==> src/rtl/fifo_flagged.sv <==
// Synchronous FIFO with occupancy count, programmable almost-full/almost-empty flags,
// sticky overflow/underflow errors and a selectable registered or fall-through read port.
module fifo_flagged #(
    parameter int DATA_WIDTH = 8,
    parameter int DEPTH      = 8,
    parameter int AF_THRESH  = DEPTH - 2,
    parameter int AE_THRESH  = 2,
    parameter int FWFT       = 0
) (
    input  logic                    CLKEXT,
    input  logic                    RST,
    input  logic                    WR_EN,
    input  logic [DATA_WIDTH-1:0]   DATA_IN,
    input  logic                    RD_EN,
    input  logic                    CLR_ERR,
    output logic [DATA_WIDTH-1:0]   DATA_OUT,
    output logic                    VALID,
    output logic                    FULL,
    output logic                    EMPTY,
    output logic                    ALMOST_FULL,
    output logic                    ALMOST_EMPTY,
    output logic [$clog2(DEPTH):0]  LEVEL,
    output logic                    OVERFLOW,
    output logic                    UNDERFLOW
);

    localparam int AW = $clog2(DEPTH);
    localparam int LW = AW + 1;
    localparam logic [LW-1:0] DEPTH_L = LW'(DEPTH);
    localparam logic [LW-1:0] AF_L    = LW'(AF_THRESH);
    localparam logic [LW-1:0] AE_L    = LW'(AE_THRESH);

    logic [DATA_WIDTH-1:0] mem [DEPTH];
    logic [AW-1:0]         wr_ptr;
    logic [AW-1:0]         rd_ptr;
    logic [LW-1:0]         level_q;
    logic                  overflow_q;
    logic                  underflow_q;
    logic                  rd_ok;
    logic                  wr_ok;

    // Access acceptance: a read is taken only when a word is stored (no empty bypass);
    // a write is taken when there is room, or when full but a read frees a slot this edge.
    // Both decisions use the occupancy registered before the edge.
    assign rd_ok = RD_EN & ~EMPTY;
    assign wr_ok = WR_EN & (~FULL | rd_ok);

    assign LEVEL        = level_q;
    assign FULL         = (level_q == DEPTH_L);
    assign EMPTY        = (level_q == '0);
    assign ALMOST_FULL  = (level_q >= AF_L);
    assign ALMOST_EMPTY = (level_q <= AE_L);
    assign OVERFLOW     = overflow_q;
    assign UNDERFLOW    = underflow_q;

    always_ff @(posedge CLKEXT) begin
        if (RST) begin
            wr_ptr      <= '0;
            rd_ptr      <= '0;
            level_q     <= '0;
            overflow_q  <= 1'b0;
            underflow_q <= 1'b0;
        end else begin
            if (wr_ok) wr_ptr <= wr_ptr + 1'b1;
            if (rd_ok) rd_ptr <= rd_ptr + 1'b1;
            level_q     <= level_q + {{AW{1'b0}}, wr_ok} - {{AW{1'b0}}, rd_ok};
            // A fresh error in the clearing cycle keeps the flag set.
            overflow_q  <= (WR_EN & ~wr_ok) | (overflow_q & ~CLR_ERR);
            underflow_q <= (RD_EN & ~rd_ok) | (underflow_q & ~CLR_ERR);
        end
    end

    // Storage is never cleared; reset only blocks the write.
    always_ff @(posedge CLKEXT) begin
        if (!RST && wr_ok) mem[wr_ptr] <= DATA_IN;
    end

    generate
        if (FWFT != 0) begin : g_fwft
            // Head word is presented directly; forced to zero while nothing is stored.
            assign VALID    = ~EMPTY;
            assign DATA_OUT = EMPTY ? '0 : mem[rd_ptr];
        end else begin : g_reg
            logic [DATA_WIDTH-1:0] data_q;
            logic                  valid_q;

            always_ff @(posedge CLKEXT) begin
                if (RST) begin
                    data_q  <= '0;
                    valid_q <= 1'b0;
                end else begin
                    valid_q <= rd_ok;
                    if (rd_ok) data_q <= mem[rd_ptr];
                end
            end

            assign VALID    = valid_q;
            assign DATA_OUT = data_q;
        end
    endgenerate

endmodule

==> config.mk <==
export PLATFORM = sky130hd
export DESIGN_NAME = fifo_flagged
export DESIGN_NICKNAME = d
export VERILOG_FILES = /design/src/rtl/fifo_flagged.sv
export SDC_FILE = /design/constraint.sdc
export NUM_CORES = 1
export LEC_CHECK = 0
export ABC_AREA = 0
export CAP_MARGIN = 25
export CORE_AREA = 2 2 124 78
export DETAILED_ROUTE_END_ITERATION = 8
export DIE_AREA = 0 0 126 80
export PLACE_DENSITY = 0.6
export SYNTH_ARGS = -nofsm -noshare
export SYNTH_HDL_FRONTEND = slang
export SYNTH_SLANG_ARGS = --single-unit
==> constraint.sdc <==
create_clock -name CLKEXT -period 2.1 [get_ports CLKEXT]
set_input_delay 0.42 -clock CLKEXT [delete_from_list [all_inputs] [get_ports CLKEXT]]
set_output_delay 0.42 -clock CLKEXT [all_outputs]
set_load 0.01 [all_outputs]
After elaboration in Yosys (flattened, before gate mapping)
Memories as Yosys holds them, arrays and structs flattened. A register that Yosys moved wholly into a read port is not among the register bits.
Index checks and enable logic that the tools add are counted.
{"block": "totals", "ram_bits": 64, "regBits": 13, "output_inout_bits": 19, "word_cells": 33, "in_bits": 13, "memories": 1}
{"block": "op_classes", "mux": 2, "n_lt_le_gt_ge": 2, "n_eq_ne": 1, "addsub": 4, "n_bitwise": 14, "reduce_logical": 3}
{"name": "mem", "depth": 8, "word_bits": 8, "read_ports": 1, "rd_ports_with_merged_regs": 1, "wr": 1, "line_no": "33", "text": "logic [DATA_WIDTH-1:0] mem [DEPTH];"}
{"cell": "$add 3x1->3 const B", "n": 2}
{"cell": "$and 1x1->1", "n": 6}
{"cell": "$not 1->1", "n": 5}
{"cell": "$add 4x1->4", "n": 1}
{"cell": "$eq 4x4->1 const B", "n": 1}
{"cell": "$ge 4x3->1 const B", "n": 1}
{"cell": "$le 4x2->1 const B", "n": 1}
{"cell": "$logic_not 4->1", "n": 1}
{"cell": "$sub 4x1->4", "n": 1}
{"cell": "$or 1x1->1", "n": 3}
{"cell": "$mux 1", "n": 2}
{"cell": "$logic_and 1x1->1", "n": 1}
{"cell": "$logic_not 1->1", "n": 1}

Logic depth before layout (Yosys ltp)
Gate-level depths: netlist (run 1).
{"block": "logic_depth", "depth_word": 8, "mapped_depth": 12, "mapped_depth_nobuf": 11}

Worst setup path before layout (run 1)
Ideal clock, no wire load.
{"block": "synth_path", "path_type": "reg2reg", "start": "register level_q[3], in the netlist LEVEL[3]", "end": "register level_q[2], in the netlist LEVEL[2]", "setup_ps": 129, "setup_slack_ps": -148, "synth_period_minus_slack_ps": 2248, "t_required_ps": 1971, "stages_incl_launch_ff": 11, "arrival_ps": 2119, "path_buffers": 1, "path_cell_list": "dfxtp_1 -> inv_1 -> ha_1 -> or3b_1 -> buf_2 -> nand3_1 -> o21ai_0 -> ha_1 -> fa_1 -> xnor2_1 -> nor2_1"}
{"block": "synth_between", "elab_chain_len": 7, "word_cells_on_any_way": 9, "classes_between": "2 x add/sub; 1 x eq/ne; 5 x bitwise; 1 x reduce/logical"}
{"item": "start: declaration", "line_no": "36", "text": "logic [LW-1:0] level_q;"}
{"item": "start signal: assignment", "line_no": "66", "text": "level_q <= level_q + {{AW{1'b0}}, wr_ok} - {{AW{1'b0}}, rd_ok};"}
{"item": "$logic_not 4->1", "line_no": "50", "text": "assign EMPTY = (level_q == '0);"}
{"item": "$not 1->1", "line_no": "45", "text": "assign rd_ok = RD_EN & ~EMPTY;"}
{"item": "$and 1x1->1", "line_no": "45"}
{"item": "$or 1x1->1", "line_no": "46", "text": "assign wr_ok = WR_EN & (~FULL | rd_ok);"}
{"item": "$and 1x1->1", "line_no": "46"}
{"item": "$add 4x1->4", "line_no": "66"}
{"item": "$sub 4x1->4 (*)", "line_no": "66"}
Every way passes the cells marked *; elsewhere a longest branch is shown, timed or not.
A chain may end at the register's enable or synchronous reset.

Worst setup path after layout (run 1)
{"block": "layout_path", "start": "register level_q[3], in the netlist LEVEL[3]", "end": "register level_q[1], in the netlist LEVEL[1]"}
The elaborated chain is that of the path after synthesis.

==> results of run 1 <==
## cells by family (layout without fill, tap and decap cells)
group / count (synthesis) / after routing
DFF: 85 / 85
adders and majority gates: 10 / 10
AOI/OAI and AO/OA: 36 / 36
and+or+nand+nor: 41 / 41
buffers and inverters: 17 / 86
xor gates and xnor gates: 4 / 4
muxes: 33 / 33
## worst max path at each step
| stage | to | slack, ps | cells past startpoint |
|---|---|---|---|
| 2_1_floorplan | LEVEL[1]$_SDFF_PP0_ | -8 | 10 |
| 3_3_place_gp | mem[7][5]$_DFFE_PP_ | -130 | 6 |
| 3_5_place_dp | mem[4][4]$_DFFE_PP_ | -140 | 6 |
| 4_1_cts | LEVEL[1]$_SDFF_PP0_ | 20 | 9 |
| 5_1_grt | LEVEL[2]$_SDFF_PP0_ | -20 | 9 |
| 6_report | LEVEL[1]$_SDFF_PP0_ | 60 | 9 |
## where the power goes
group          leakage [nW]  switching, W  internal, W
clock network         0.153      0.000624      0.00103
registers             0.751     0.0000905      0.00197
logic                 0.673      0.000867     0.000877
## sequential cells by signal (all words and copies together) (netlist names)
register,cells
rd_ptr,3
LEVEL,4
VALID,1
mem,64
UNDERFLOW,1
OVERFLOW,1
wr_ptr,3
DATA_OUT,8
## area by class of cell
cell class / count / area share [%]
Sequential cell: 85 / 52.43
Tap cell: 116 / 3.244
Clock inverter: 7 / 2.013
Clock buffer: 9 / 5.034
Multi-Input combinational cell: 124 / 24.50
Timing Repair Buffer: 63 / 12.14
Inverter: 7 / 0.6432
## Yosys cell counts, types with 2 or more instances
| cell type | number |
|---|---|
| xor2_1 | 2 |
| nor4_2 | 2 |
| buf_1 | 4 |
| dfxtp_1 | 21 |
| nand3_1 | 3 |
| buf_4 | 3 |
| nor3_2 | 2 |
| nor2_1 | 13 |
| buf_2 | 3 |
| nor2b_1 | 4 |
| inv_1 | 7 |
| xnor2_1 | 2 |
| nand2_1 | 6 |
| a22oi_1 | 17 |
| a21oi_1 | 4 |
| nand2b_2 | 2 |
| edfxtp_1 | 64 |
| a32o_1 | 9 |
| nand2b_1 | 2 |
| ha_1 | 9 |
| mux2i_1 | 33 |
## routing by layer
layer	track usage (%)	wire length, um	up-vias
li1	-	-	998
met1	23.59	3831	1029
met2	21.51	3001	37
met3	5.630	348	10
met4	4.945	92	0
met5	0	0	-
## critical path, delay by kind of cell, from the launching register on
family	cells	cell delay (ps)
AND/OR/NAND/NOR	4	700
flip-flops	1	330
adder cells (fa/ha/maj)	3	720
AO/OA/AOI/OAI	1	120
buffers and inverters	1	60
## per-stage QoR
stage / power, W / util [%]
2_1_floorplan: 0.003160 / -
3_5_place_dp: 0.003845 / 46.51
5_1_grt: 0.005749 / 50.17
6_report: 0.005458 / 50.17
4_1_cts: 0.005497 / 50.06
3_3_place_gp: 0.003833 / 46.51
## repair_timing
action | in CTS | in global routing
resized for setup | 5 | 5
hold endpoints to repair | 0 | 0
cloned | 0 | 0
pin swaps | 0 | 2
setup endpoints to repair | 6 | 4
==> results.cfg, run 1 <==
[yosys]
ys_top_cells_by_area = edfxtp_1 (55%), dfxtp_1 (12%), mux2i_1 (9.5%)
synth_largest_area_cell = edfxtp_1
synth_flop_cell = edfxtp_1
avgSynthCellArea_sq_um = 15.35
ys_warn_count = 0
synthAdderAreaFrac_pct = 3.823
synth_edf_count = 64
syn_area_sq_um = 3470
synth.yosys.seq_area_share_pct = 67.51
synth.distinct_cells = 35
synth_top_family_by_area = multiplexers
syn_inst = 226
synth_top_area_share_pct = 55.39
async_reset_ff_share_pct = 0
synth_nets = 249
synth_compound_area_share_pct = 8.979
muxShareOfSynthArea_pct = 9.520
yosys.area_share.simple_pct = 6.888
synth_seq_cells = 85
yosys.area_share.xor_xnor_pct = 1.010

[clocking]
cts_setup_buffers = 0
postCtsHoldBufs = 0
clock_latency_ps = 340
cts.sinks = 85
cts_max_level = 3
clkSlewWorstSetupHoldPaths_ps = 60
cts.path.max_buffers = 2
cts_tree = done
root_buffer = clkbuf_16
cts_made_buffers = 9

[floorplanning]
io_pins = 32
core_sq_um = 8919
die_height_um = 80
die_area_sq_um = 10080
num_rows = 27
fp.dieW_um = 126
initial_core_util_pct = 38.90

[global_routing]
overflow = 0
antenna_found_initial = 0
grt_pass1_wl_um = 11530
grt_pass1_vias = 2026
track_usage_pct = 15.90
grt_max_degree = 19

[min_path]
min_delay_path_depth = 1
hold_path.class = reg -> reg
hp-start = DATA_OUT[4]$_SDFFE_PP0N_
min_to = DATA_OUT[4]$_SDFFE_PP0N_

[timing]
timing.hold.ws_ps = 466.5
relSlewSlack_pct = 55.28
tightestPinTransition_ps = 668.3
max_freq_mhz = 490.8
tns_ps = 0
slew_viol_final = 0
skew_ps = 4.852
finalCriticalPeriod_ps = 2037
setup_viol = 0
rsz0062_at_grt = yes
hold_violations = 0
setup_slack_ps = 62.53
timing.final.crit_share_pct = 97.02

[setup_path]
cp_cell_sequence = inv_4 > ha_4 > or3b_4 > nand2_4 > nand2_2 > o21ai_2 > ha_2 > fa_1 > nor2b_1
slowest_delay_ps = 430
r2r-end = LEVEL[1]$_SDFF_PP0_
crit_arrival_ps = 2270
r2r_slack_ps = 60
reg2reg_from = LEVEL[3]$_SDFF_PP0_
cp_slowest_cell = or3b_4
crit_required_ps = 2330
cp-end-kind = flip-flop
path_max_fanout = 4
critPathKind = reg -> reg
startpoint = LEVEL[3]$_SDFF_PP0_
crit_path_start_kind = flip-flop
rr_worst_depth = 9

[route]
drt_wl_total_um = 7274
drc = 0
vias_per_cell = 5.046
drtPass1Iterations = 4
vias = 2074
drt-wirelength-per-cell_um = 17.70
drt_iter0_markers = 95
ant_nets = 0

[placement]
gp_congestion = 0.8112
dpl_worst_slack_ps = -136.9
place_area_sq_um = 4148
place_inst = 395
hpwl_um = 5236
portBuffers = 31

[final_layout]
seqCellArea_sq_um = 2346
diodes = 0
stdcell_count = 411
nNetsFinal = 313
drive_above_1_share_pct = 24.07
final_cell_mix = edfxtp_1 (64), mux2i_1 (33), buf_4 (32)
multi_input_area_sq_um = 1096
layout.cells.most_common = edfxtp_1
area_delta_synth_final_pct = 28.96
fillers = 773
fin_area_sq_um = 4474

[power_and_ir_drop]
power.density_nw_per_um2 = 1220
max-vdd-ir-drop_mv = 0.5413
p_leak_nw = 1.577

[run_status]
status = complete, no violations

[flow_run]
maxCapViolCount = 0
No activity file was read; power rests on OpenSTA's default activity.
==> run 2, diff against run 1 <==
--- a/config.mk
+++ b/config.mk
@@ -6,7 +6,6 @@
 export NUM_CORES = 1
 export LEC_CHECK = 0
 export ABC_AREA = 0
-export CAP_MARGIN = 25
 export CORE_AREA = 2 2 124 78
 export DETAILED_ROUTE_END_ITERATION = 8
 export DIE_AREA = 0 0 126 80
==> results of run 2 <==
Same layout as run 1: the final DEF is identical, and so are final timing and power.
